[src/rtl/countdown_bank.sv]
// Bank of N independent W-bit countdown timers (one-shot or auto-reload) sharing one write port.
// Optional shared tick prescaler enabled by defining TIMER_PRESCALE_EN.
module countdown_bank #(
  parameter int W   = 8,
  parameter int N   = 4,
  parameter int DIV = 1,
  localparam int SW = (N > 1) ? $clog2(N) : 1
) (
  input  logic            clock,
  input  logic            reset,
  input  logic [SW-1:0]   sel,
  input  logic [W-1:0]    value,
  input  logic            periodic,
  input  logic            put,
  input  logic [N-1:0]    ack,
  output logic [N*W-1:0]  count,
  output logic [N-1:0]    fire,
  output logic [N-1:0]    expired
);

  logic tick;

`ifdef TIMER_PRESCALE_EN
  localparam int PW = (DIV > 1) ? $clog2(DIV) : 1;

  logic [PW-1:0] presc_q, presc_d;

  always_comb begin
    presc_d = (presc_q == PW'(DIV - 1)) ? '0 : presc_q + PW'(1);
  end

  always_ff @(posedge clock) begin
    if (!reset) begin
      presc_q <= '0;
    end else begin
      presc_q <= presc_d;
    end
  end

  assign tick = (presc_q == PW'(DIV - 1));
`else
  // Without the prescaler every edge ticks; any legal DIV (>=1) makes this constant 1.
  assign tick = (DIV >= 1);
`endif

  genvar gi;
  generate
    for (gi = 0; gi < N; gi++) begin : g_chan
      logic [W-1:0] count_q, count_d;
      logic [W-1:0] reload_q, reload_d;
      logic         mode_q, mode_d;
      logic         fire_q, fire_d;
      logic         exp_q, exp_d;
      logic         put_hit;

      // Out-of-range select codes never match any channel, so they are dropped.
      assign put_hit = put && (sel == SW'(gi));

      always_comb begin
        count_d  = count_q;
        reload_d = reload_q;
        mode_d   = mode_q;
        fire_d   = 1'b0;
        exp_d    = exp_q & ~ack[gi];
        if (put_hit) begin
          count_d  = value;
          reload_d = value;
          mode_d   = periodic;
        end else if (tick) begin
          if (count_q > W'(1)) begin
            count_d = count_q - W'(1);
          end else if (count_q == W'(1)) begin
            fire_d  = 1'b1;
            exp_d   = 1'b1;
            count_d = (mode_q && (reload_q != '0)) ? reload_q : '0;
          end
        end
      end

      always_ff @(posedge clock) begin
        if (!reset) begin
          count_q  <= '0;
          reload_q <= '0;
          mode_q   <= 1'b0;
          fire_q   <= 1'b0;
          exp_q    <= 1'b0;
        end else begin
          count_q  <= count_d;
          reload_q <= reload_d;
          mode_q   <= mode_d;
          fire_q   <= fire_d;
          exp_q    <= exp_d;
        end
      end

      assign count[gi*W +: W] = count_q;
      assign fire[gi]         = fire_q;
      assign expired[gi]      = exp_q;
    end
  endgenerate

endmodule

[config.mk]
export PLATFORM = sky130hd
export DESIGN_NAME = countdown_bank
export DESIGN_NICKNAME = d
export VERILOG_FILES = /design/src/rtl/countdown_bank.sv
export SDC_FILE = /design/constraint.sdc
export NUM_CORES = 1
export LEC_CHECK = 0
export ABC_CLOCK_PERIOD_IN_PS = 2300
export BUFFER_PORTS_ARGS = -buffer_cell sky130_fd_sc_hd__buf_4
export CAP_MARGIN = 10
export CORE_MARGIN = 3
export CORE_UTILIZATION = 56
export CTS_CLUSTER_SIZE = 14
export DETAILED_ROUTE_END_ITERATION = 7
export GPL_ROUTABILITY_DRIVEN = 0
export PLACE_DENSITY = 0.79
export SYNTH_ARGS = -nofsm -noshare
export SYNTH_HDL_FRONTEND = slang
export SYNTH_SLANG_ARGS = --single-unit
[constraint.sdc]
create_clock -name clock -period 2.3 [get_ports clock]
set_clock_uncertainty 0.05 [all_clocks]
set_input_delay 0 -clock clock [delete_from_list [all_inputs] [get_ports clock]]
set_output_delay 0 -clock clock [all_outputs]
set_load 0.005 [all_outputs]
==> results of run 1 <==
## power by group through the flow
stage | sequential, W | clock, W | combinational, W
2_1_floorplan | 0.00193 | 0 | 0.00199
3_3_place_gp | 0.00199 | 0 | 0.00286
3_5_place_dp | 0.00200 | 0 | 0.00293
4_1_cts | 0.00197 | 0.00124 | 0.00298
5_1_grt | 0.00203 | 0.00129 | 0.00336
6_report | 0.00198 | 0.00123 | 0.00301
## through the flow
step	worst slack, ns	util [%]	area, um2	std cells	hold WS (ns)
5_1_grt	0.003541	72.20	4611	634	0.1510
2_1_floorplan	0.3997	-	3719	481	0.05108
4_1_cts	0.1090	72.18	4609	634	0.09839
3_3_place_gp	0.3896	66.09	4220	604	0.1399
3_5_place_dp	0.3339	66.09	4220	604	0.1424
6_report	0.1148	72.20	4611	634	0.1112
## flip-flops by register name, summed over array words and instances, names as in the netlist
signal           count
g_chan.count_q      32
g_chan.exp_q         4
g_chan.fire_q        4
g_chan.mode_q        4
g_chan.reload_q     32
## how the worst max path moves through the flow
stage	start	endpoint	slack, ns	cells after the start
final	g_chan[1].count_q[4]	g_chan[1].exp_q	0.11	5
after global routing	g_chan[1].count_q[4]	g_chan[1].exp_q	0.004	5
after CTS	g_chan[1].count_q[0]	g_chan[1].exp_q	0.11	5
after detailed placement	g_chan[2].count_q[0]	g_chan[2].count_q[7]	0.33	7
after global placement	g_chan[1].count_q[4]	g_chan[1].count_q[5]	0.39	5
after floorplan	g_chan[0].count_q[3]	g_chan[0].count_q[6]	0.40	6
## cell type report
cell class / count / share of cell area (%)
clock buffers: 11 / 3.066
clock inverters: 4 / 2.117
inverters: 15 / 1.221
multi-input cells: 366 / 43.83
flip-flops and latches: 76 / 33.03
well taps: 77 / 2.090
repair buffers: 85 / 14.65
## routing by layer
layer,share of wire (%),GRT usage [%],vias to the layer above
met4,2.5,12.55,0
met5,0,0,-
met3,6.5,4.825,23
met2,48,44.04,140
li1,-,-,1847
met1,43,35.24,1774
## worst max-delay path: stages, from the launching register on
cell           delay (ns)
dfxtp_1              0.38
nor4_1               0.52
nand2_1              0.20
nor3_1               0.29
o21bai_1             0.14
dlygate4sd3_1        0.55
## cell usage in the layout (no fill, tap or decap), drive strengths merged, types with 2 or more instances in the layout
master | netlist | layout
bufinv | 0 | 3
dlygate4sd3 | 0 | 15
nor2 | 33 | 33
nand4 | 5 | 5
nor4 | 6 | 6
nand2 | 113 | 113
a31oi | 16 | 16
o21ai | 16 | 16
o311a | 2 | 2
nor3b | 6 | 6
and3 | 3 | 3
a311oi | 3 | 3
a21o | 4 | 4
a21oi | 65 | 65
ha | 8 | 8
nand3b | 4 | 4
xnor2 | 4 | 4
nand2b | 3 | 3
buf | 8 | 70
xor2 | 5 | 5
and3b | 3 | 3
nand3 | 11 | 11
o31ai | 3 | 3
a31o | 2 | 2
and2 | 3 | 3
inv | 15 | 15
nor3 | 14 | 14
or3b | 2 | 2
or3 | 3 | 3
dfxtp | 76 | 76
clkbuf | 16 | 11
or4 | 5 | 5
a222oi | 2 | 2
a211oi | 2 | 2
o211ai | 5 | 5
## cell families after synthesis
logic type      count (synthesis)
compound gates                130
xor+xnor                        9
fa+ha+maj                       8
buf+inv                        39
flops                          76
mux                             2
simple gates                  217
## what timing repair did
item | CTS | global route
hold buffers | 15 | 0
resized for setup | 0 | 1
endpoints found under the hold margin | 69 | 0
setup endpoints to repair | 0 | 1
==> impl_metrics.csv, run 1 <==
group,metric,value,unit
run_status,status,"completed",
critical_path,critical_path_class,"reg2reg",
finish,num_antenna_cells,0,
synth,seq_area_frac_synth,40.92,%
sta,maxSlewHeadroom,66.20,%
synth,yosysTopAreaCell,"dfxtp_1",
critical_path,arrival,2.43,ns
cts,clock_sinks,76,
sta,fmax,457.6,MHz
cts,clock_latency,0.35,ns
cts,cts_max_path_buffers,2,
synth,yosysWarnings,0,
min_path,hp-start,"sel[0]",
routing,route.detailed.drc,0,
pwr,seq_power_share,31.9,%
floorplan,start_util,58.23,%
cts,h-tree-depth,3,
synth,synth_xor_xnor_area_share,2.120,%
synth,synthTopCellsByArea,"dfxtp_1, nand2_1, a21oi_1",
synth,synth_fa_ha_area_share,2.692,%
routing,wl_per_cell,15.74,um
critical_path,required,2.55,ns
pwr,switching_power,0.002410,W
routing,routed-via-count,3784,
synth,yosys.area_share.simple,28.10,%
cts,clkTransAtPathRegs,0.08,ns
routing,final_antenna_net_count,0,
synth,yosysMostFrequentCell,"nand2_1",
critical_path,worstReg2RegStart,"g_chan[1].count_q[4]",
synth,yosysTopAreaCellShare,40.92,%
synth,muxShareOfSynthArea,0.5720,%
critical_path,start_kind,"flip-flop",
pwr,total_leakage_power,1.857,nW
critical_path,r2r_end,"g_chan[1].exp_q",
global_routing,grt_pass1_wl,16480,um
synth,postSynthAreaPerCell,7.731,um2
pwr,clockPowerShare,19.7,%
floorplan,fp.dieH,87.49,um
synth,ys_ff_latch,76,
pwr,peakVddDrop,1.023,mV
critical_path,cp-end-kind,"flip-flop",
sta,setup_tns,0,ns
critical_path,rr_worst_depth,5,
sta,tightest_slew,0.4942,ns
flow_run,drv_cap,0,
pwr,p_int,0.003811,W
placement,io_buffers,57,
sta,drv_slew,0,
synth,synth_cell_types,53,
synth,synth_top_family_by_area,"simple AND/OR/NAND/NOR gates",
pwr,combPwrFrac,48.4,%
placement,hpwl,7004,um
finish,synthToLayoutAreaGrowth,23.99,%
synth,syn-instance-count,481,
floorplan,die-area,7655,um2
critical_path,r2r_slack,0.11,ns
global_routing,grt_pass1_vias,3557,
cts,post_cts_buffers,0,
pwr,powerDensity,1349,nW/um2
routing,avgViaCountPerCell,5.968,
min_path,min_to,"g_chan[2].reload_q[7]",
synth,synth_compound_area_share,20.86,%
min_path,hold_class,"in2reg",
finish,layout-drive-gt1-share,17.77,%
global_routing,antenna_found_initial,0,
synth,synth-main-ff-cell,"dfxtp_1",
global_routing,grt-ovfl-total,0,
global_routing,grtUsageTotal,27.26,%
pwr,total_power,0.006220,W
floorplan,rows,29,
routing,initialDrtViolationCount,279,
routing,routed_wl,9978,um
floorplan,chipWidth,87.49,um
floorplan,core_area,6386,um2
sta,hold_violations,0,
pwr,netSwitchingFraction,38.74,%
routing,first_pass_iters,5,
global_routing,grt_max_degree,27,
finish,multi_input_area,2021,um2
cts,cts_made_buffers,9,
synth,async_flop_share,0,%
cts,cts_tree,"done",
synth,syn_area,3719,um2
synth,synth_enable_flop_cells,0,
cts,cts-root-buf,"clkbuf_8",
sta,fin_crit_sh,95.01,%
synth,syn_nets,507,
sta,fin_crit,2.185,ns
floorplan,pin_count,58,
min_path,hold_depth,5,
critical_path,cp_max_fo,8,
synth,synth_commonest_cells,"nand2_1, dfxtp_1, a21oi_1",
finish,num-fill-cells,509,
finish,register_area,1523,um2
finish,layout.nets,579,
sta,rsz0062_at_grt,"no",
sta,setup_viol,0,
(Power assumes the default switching activity.)
==> inputs of run 2 (changes only) <==
--- a/config.mk
+++ b/config.mk
@@ -8,12 +8,15 @@
 export ABC_CLOCK_PERIOD_IN_PS = 2300
 export BUFFER_PORTS_ARGS = -buffer_cell sky130_fd_sc_hd__buf_4
 export CAP_MARGIN = 10
+export CELL_PAD_IN_SITES_DETAIL_PLACEMENT = 0
+export CELL_PAD_IN_SITES_GLOBAL_PLACEMENT = 1
 export CORE_MARGIN = 3
-export CORE_UTILIZATION = 56
-export CTS_CLUSTER_SIZE = 14
+export CORE_UTILIZATION = 41
+export CTS_CLUSTER_SIZE = 16
 export DETAILED_ROUTE_END_ITERATION = 7
 export GPL_ROUTABILITY_DRIVEN = 0
-export PLACE_DENSITY = 0.79
+export PLACE_DENSITY_LB_ADDON = 0.1
+export SETUP_SLACK_MARGIN = 0.02
 export SYNTH_ARGS = -nofsm -noshare
 export SYNTH_HDL_FRONTEND = slang
 export SYNTH_SLANG_ARGS = --single-unit
==> impl_metrics.csv, run 2 (synthesis results as in run 1) <==
group,metric,value,unit
floorplan,die-area,10250,um2
sta,fmax,497.0,MHz
cts,clkTransAtPathRegs,0.08,ns
flow_run,drv_cap,0,
run_status,status,"completed",
finish,num-fill-cells,901,
critical_path,required,2.48,ns
global_routing,grt_pass1_wl,16910,um
finish,layout_common_cells,"nand2_1, dfxtp_1, buf_4, a21oi_1, nor2_1",
pwr,switching_power,0.002413,W
cts,cts_made_buffers,9,
floorplan,start_util,42.43,%
sta,setup_slack,0.2879,ns
sta,fin_crit_sh,87.48,%
critical_path,arrival,2.19,ns
pwr,clockPowerShare,21.9,%
pwr,peakVddDrop,0.5524,mV
routing,avgViaCountPerCell,5.533,
floorplan,pin_count,58,
pwr,seq_power_share,31.1,%
routing,initialDrtViolationCount,142,
cts,cts_max_path_buffers,2,
sta,setup_tns,0,ns
sta,rsz0062_at_grt,"no",
critical_path,critical_path_class,"reg2reg",
finish,largestRegisters,"g_chan.count_q: 32 flops, g_chan.reload_q: 32 flops",
pwr,p_int,0.003933,W
floorplan,chipWidth,101.2,um
routing,routed_wl,10510,um
sta,drv_slew,0,
routing,routed-via-count,3674,
sta,maxSlewHeadroom,65.03,%
pwr,combPwrFrac,47.0,%
cts,cts_tree,"done",
global_routing,grt-ovfl-total,0,
sta,tightest_slew,0.5238,ns
floorplan,rows,34,
placement,io_buffers,57,
floorplan,fp.dieH,101.2,um
floorplan,core_area,8763,um2
sta,fin_crit,2.012,ns
finish,synthToLayoutAreaGrowth,25.61,%
pwr,total_leakage_power,1.871,nW
routing,wl_per_cell,15.82,um
cts,clock_latency,0.35,ns
min_path,hold_class,"in2reg",
finish,mostFrequentLayoutCell,"nand2_1",
critical_path,cp-end-kind,"flip-flop",
global_routing,grtUsageTotal,20.91,%
critical_path,start_kind,"flip-flop",
routing,final_antenna_net_count,0,
pwr,powerDensity,1359,nW/um2
critical_path,cp_max_fo,8,
sta,setup_viol,0,
cts,cts-root-buf,"clkbuf_8",
pwr,netSwitchingFraction,38.02,%
finish,layout.nets,578,
global_routing,antenna_found_initial,0,
routing,first_pass_iters,4,
routing,route.detailed.drc,0,
finish,num_antenna_cells,0,
cts,h-tree-depth,3,
global_routing,grt_max_degree,29,
finish,layout-drive-gt1-share,17.81,%
cts,clock_sinks,76,
sta,hold_violations,0,
placement,hpwl,7402,um
placement,place_ws,0.3209,ns
global_routing,grt_pass1_vias,3473,
[run 2: changes by cell type in the layout (fill, tap and decap cells not counted)]
cell           delta
dfxtp_2           -1
dfxtp_1           +1
clkbuf_1          -1
bufinv_16         +1
dlygate4sd3_1     -1
clkbuf_8          +1
clkinvlp_4        -1
[run 2: layout make-up]
| type | instances | area, um2 | share of cell area, % |
|---|---|---|---|
| Timing Repair Buffer | 84 | 665.6 | 14.25 |
| Sequential cell | 76 | 1521 | 32.57 |
| Multi-Input combinational cell | 366 | 2021 | 43.26 |
| Inverter | 15 | 56.30 | 1.205 |
| Clock inverter | 4 | 120.1 | 2.572 |
| Clock buffer | 11 | 151.4 | 3.241 |
| Tap cell | 108 | 135.1 | 2.893 |
[run 2: path summary, 6_finish.rpt]
path | slack [ns] | start | end | cells after the start
setup / recovery | 0.29 | g_chan[2].count_q[0] | g_chan[2].count_q[7] | 7
hold / removal | 0.12 | sel[0] | g_chan[2].reload_q[2] | 5
hold reg to reg | 0.41 | g_chan[2].reload_q[6] | g_chan[2].reload_q[6] | 2
setup reg to reg | 0.29 | g_chan[2].count_q[0] | g_chan[2].count_q[7] | 7
[run 2: power groups by stage]
stage / registers (W) / logic (W) / clock network [W]
floorplan: 0.00193 / 0.00199 / 0
global placement: 0.00199 / 0.00294 / 0
detailed placement: 0.00199 / 0.00294 / 0
CTS: 0.00197 / 0.00298 / 0.00141
global route: 0.00203 / 0.00331 / 0.00146
finish: 0.00197 / 0.00298 / 0.00139
[run 2: timing repair]
item | 4_1_cts | 5_1_grt
endpoints found under the hold margin | 70 | 0
hold buffers | 14 | 0
setup buffers | 0 | 0
resized for setup | 0 | 0
[run 2: worst max-delay path: stages, from the launching register on]
cell,delay [ns]
dfxtp_1,0.47
inv_1,0.08
ha_1,0.27
or2_2,0.34
and2_1,0.17
and3_1,0.20
a211oi_1,0.24
nor3_1,0.07
[run 2: metal layers]
| layer | routed length (um) | track usage, % | part of all wire [%] | up-vias |
|---|---|---|---|---|
| li1 | - | - | - | 1837 |
| met1 | 4991 | 28.20 | 48 | 1716 |
| met2 | 4860 | 33.50 | 46 | 104 |
| met3 | 459 | 3.168 | 4.4 | 17 |
| met4 | 194 | 8.589 | 1.8 | 0 |
| met5 | 0 | 0 | 0 | - |
[run 2: stage by stage]
step | total power (W) | cell area (um2) | hold WS, ns | cells | util, %
after global placement | 0.004924 | 4259 | 0.1366 | 635 | 48.60
after detailed placement | 0.004934 | 4259 | 0.1471 | 635 | 48.60
final | 0.006346 | 4671 | 0.1156 | 664 | 53.30
after CTS | 0.006355 | 4671 | 0.1056 | 664 | 53.30
after floorplan | 0.003917 | 3719 | 0.05108 | 481 | -
after global routing | 0.006804 | 4671 | 0.1489 | 664 | 53.30
==> inputs of run 3 (changes only) <==
--- a/config.mk
+++ b/config.mk
@@ -5,6 +5,7 @@
 export SDC_FILE = /design/constraint.sdc
 export NUM_CORES = 1
 export LEC_CHECK = 0
+export ABC_AREA = 1
 export ABC_CLOCK_PERIOD_IN_PS = 2300
 export BUFFER_PORTS_ARGS = -buffer_cell sky130_fd_sc_hd__buf_4
 export CAP_MARGIN = 10
==> impl_metrics.csv, run 3 <==
group,metric,value,unit
placement,io_buffers,57,
synth,async_flop_share,0,%
global_routing,grt.met2_usage,34.64,%
routing,first_pass_iters,5,
synth,postSynthAreaPerCell,6.427,um2
sta,hold_violations,0,
synth,yosysMostFrequentCell,"nand2_1",
routing,routed-via-count,4250,
critical_path,cp_max_fo,6,
sta,fin_crit,1.723,ns
synth,seq_area_frac_synth,35.12,%
cts,clock_sinks,76,
finish,post-route-util,52.00,%
finish,num-fill-cells,1067,
synth,syn_area,4332,um2
global_routing,grt_pass1_vias,4101,
critical_path,cp_top_family,"compound AO/OA/AOI/OAI gates",
finish,mostFrequentLayoutCell,"nand2_1",
critical_path,required,2.54,ns
flow_run,drv_cap,0,
critical_path,cp-end-kind,"flip-flop",
sta,rsz0062_at_grt,"no",
finish,layout-drive-gt1-share,15.61,%
routing,avgViaCountPerCell,4.852,
placement,dp_cells,847,
synth,ys_ff_latch,76,
floorplan,rows,36,
sta,maxSlewHeadroom,69.44,%
cts,cts_max_path_buffers,2,
critical_path,arrival,1.96,ns
global_routing,grtUsageTotal,20.05,%
placement,hpwl,8487,um
routing,routed_wl,11240,um
pwr,peakVddDrop,0.5580,mV
routing,wl_per_cell,12.83,um
critical_path,critPathMaxStageDelay,0.43,ns
synth,synth_enable_flop_cells,0,
global_routing,grt_max_degree,26,
cts,post_cts_buffers,0,
cts,cts_hold_buf,13,
global_routing,grt_util_met3,3.612,%
synth,synth_cell_types,32,
global_routing,antenna_found_initial,0,
pwr,total_leakage_power,2.533,nW
finish,stdcell_count,876,
synth,synth-main-ff-cell,"dfxtp_1",
cts,clkTransAtPathRegs,0.09,ns
sta,setup_tns,0,ns
sta,timing.hold.ws,0.02224,ns
finish,layout.nets,764,
synth,yosysTopAreaCell,"dfxtp_1",
cts,h-tree-depth,3,
global_routing,use_met1,25.90,%
floorplan,fp.dieH,108.8,um
synth,syn_nets,700,
sta,fin_crit_sh,74.93,%
critical_path,start_kind,"flip-flop",
min_path,hold_class,"in2reg",
routing,final_antenna_net_count,0,
cts,cts-root-buf,"clkbuf_8",
synth,synth_commonest_cells,"nand2_1, nor2_1, inv_1",
pwr,powerDensity,1221,nW/um2
sta,fmax,580.2,MHz
floorplan,start_util,43.32,%
global_routing,grt-ovfl-total,0,
finish,largestRegisters,"g_chan.count_q: 32 flops, g_chan.reload_q: 32 flops",
floorplan,pin_count,58,
synth,synthTopCellsByArea,"dfxtp_1, nand2_1, nor2_1",
pwr,total_power,0.006351,W
critical_path,crit_chain,"inv_1 -> ha_1 -> o21ai_2 -> inv_1 -> a21oi_1 -> nand2_1 -> nand2_1 -> nor2_1 -> nor2_1",
synth,syn-instance-count,674,
critical_path,critical_path_class,"reg2reg",
sta,drv_slew,0,
finish,layout_common_cells,"nand2_1, nor2_1, inv_1, dfxtp_1, buf_4",
cts,ctsResizeCount,0,
run_status,status,"completed",
routing,initialDrtViolationCount,164,
floorplan,die-area,11830,um2
sta,setup_viol,0,
cts,cts_made_buffers,9,
cts,cts_tree,"done",
global_routing,busiest_layer,"met2",
global_routing,grt_pass1_wl,18930,um
finish,num_antenna_cells,0,
sta,tightest_slew,0.4536,ns
routing,route.detailed.drc,0,
synth,yosysTopAreaCellShare,35.12,%
critical_path,cp_slowest_cell,"dfxtp_1",
critical_path,worst-path-buf-inv,2,
synth,yosysWarnings,0,
floorplan,chipWidth,108.8,um
floorplan,core_area,10000,um2
cts,clock_latency,0.34,ns
finish,synthToLayoutAreaGrowth,20.05,%
## run 3: worst paths after layout
check,start,to,slack (ns),cells after the start
worst max-delay path,g_chan[3].count_q[0],g_chan[3].count_q[4],0.58,9
worst min-delay path,reset,g_chan[3].count_q[0],0.02,3
worst max register to register,g_chan[3].count_q[0],g_chan[3].count_q[4],0.58,9
worst min register to register,g_chan[2].reload_q[3],g_chan[2].count_q[3],0.42,2
## run 3: per-stage QoR
step,setup WS [ns],area [um2]
finish,0.5765,5200
global route,0.3622,5200
CTS,0.5745,5200
detailed placement,0.6041,4831
global placement,0.6347,4831
floorplan,0.7533,4332
## run 3: cell type report
type	count	area (um2)	share of cell area (%)
multi-input combinational	478	2321	44.63
sequential	76	1521	29.26
timing repair buffer	72	573.1	11.02
inverter	101	379.1	7.291
tap	133	166.4	3.200
clock buffer	10	127.6	2.454
clock inverter	6	111.4	2.141
## run 3: routing by layer
metal  share of wire, %  wire, um
met3                3.1       343
met5                  0         0
met1                 47      5333
met4               0.77        87
met2                 49      5472
## run 3: worst reg2reg max path, delay by kind of cell (launching register included)
family          cells  cell delay, ns
flops               1            0.43
buf+inv             2            0.15
compound gates      2            0.51
simple gates        4            0.27
fa+ha+maj           1            0.27
## run 3: kinds of logic (layout without fill, tap and decap cells)
group           count (synthesis)  count (layout)  share of synthesized area [%]
simple gates                  364             364                          37.32
buf+inv                       120             189                          11.29
compound gates                 99              99                          12.54
flops                          76              76                          35.12
fa+ha+maj                       8               8                          2.311
xor+xnor                        7               7                          1.415
## run 3: report_power, final
group / switching [W] / internal (W)
clock: 0.000499 / 0.000724
combinational: 0.00198 / 0.00131
sequential: 0.000263 / 0.00158
total: 0.00274 / 0.00361
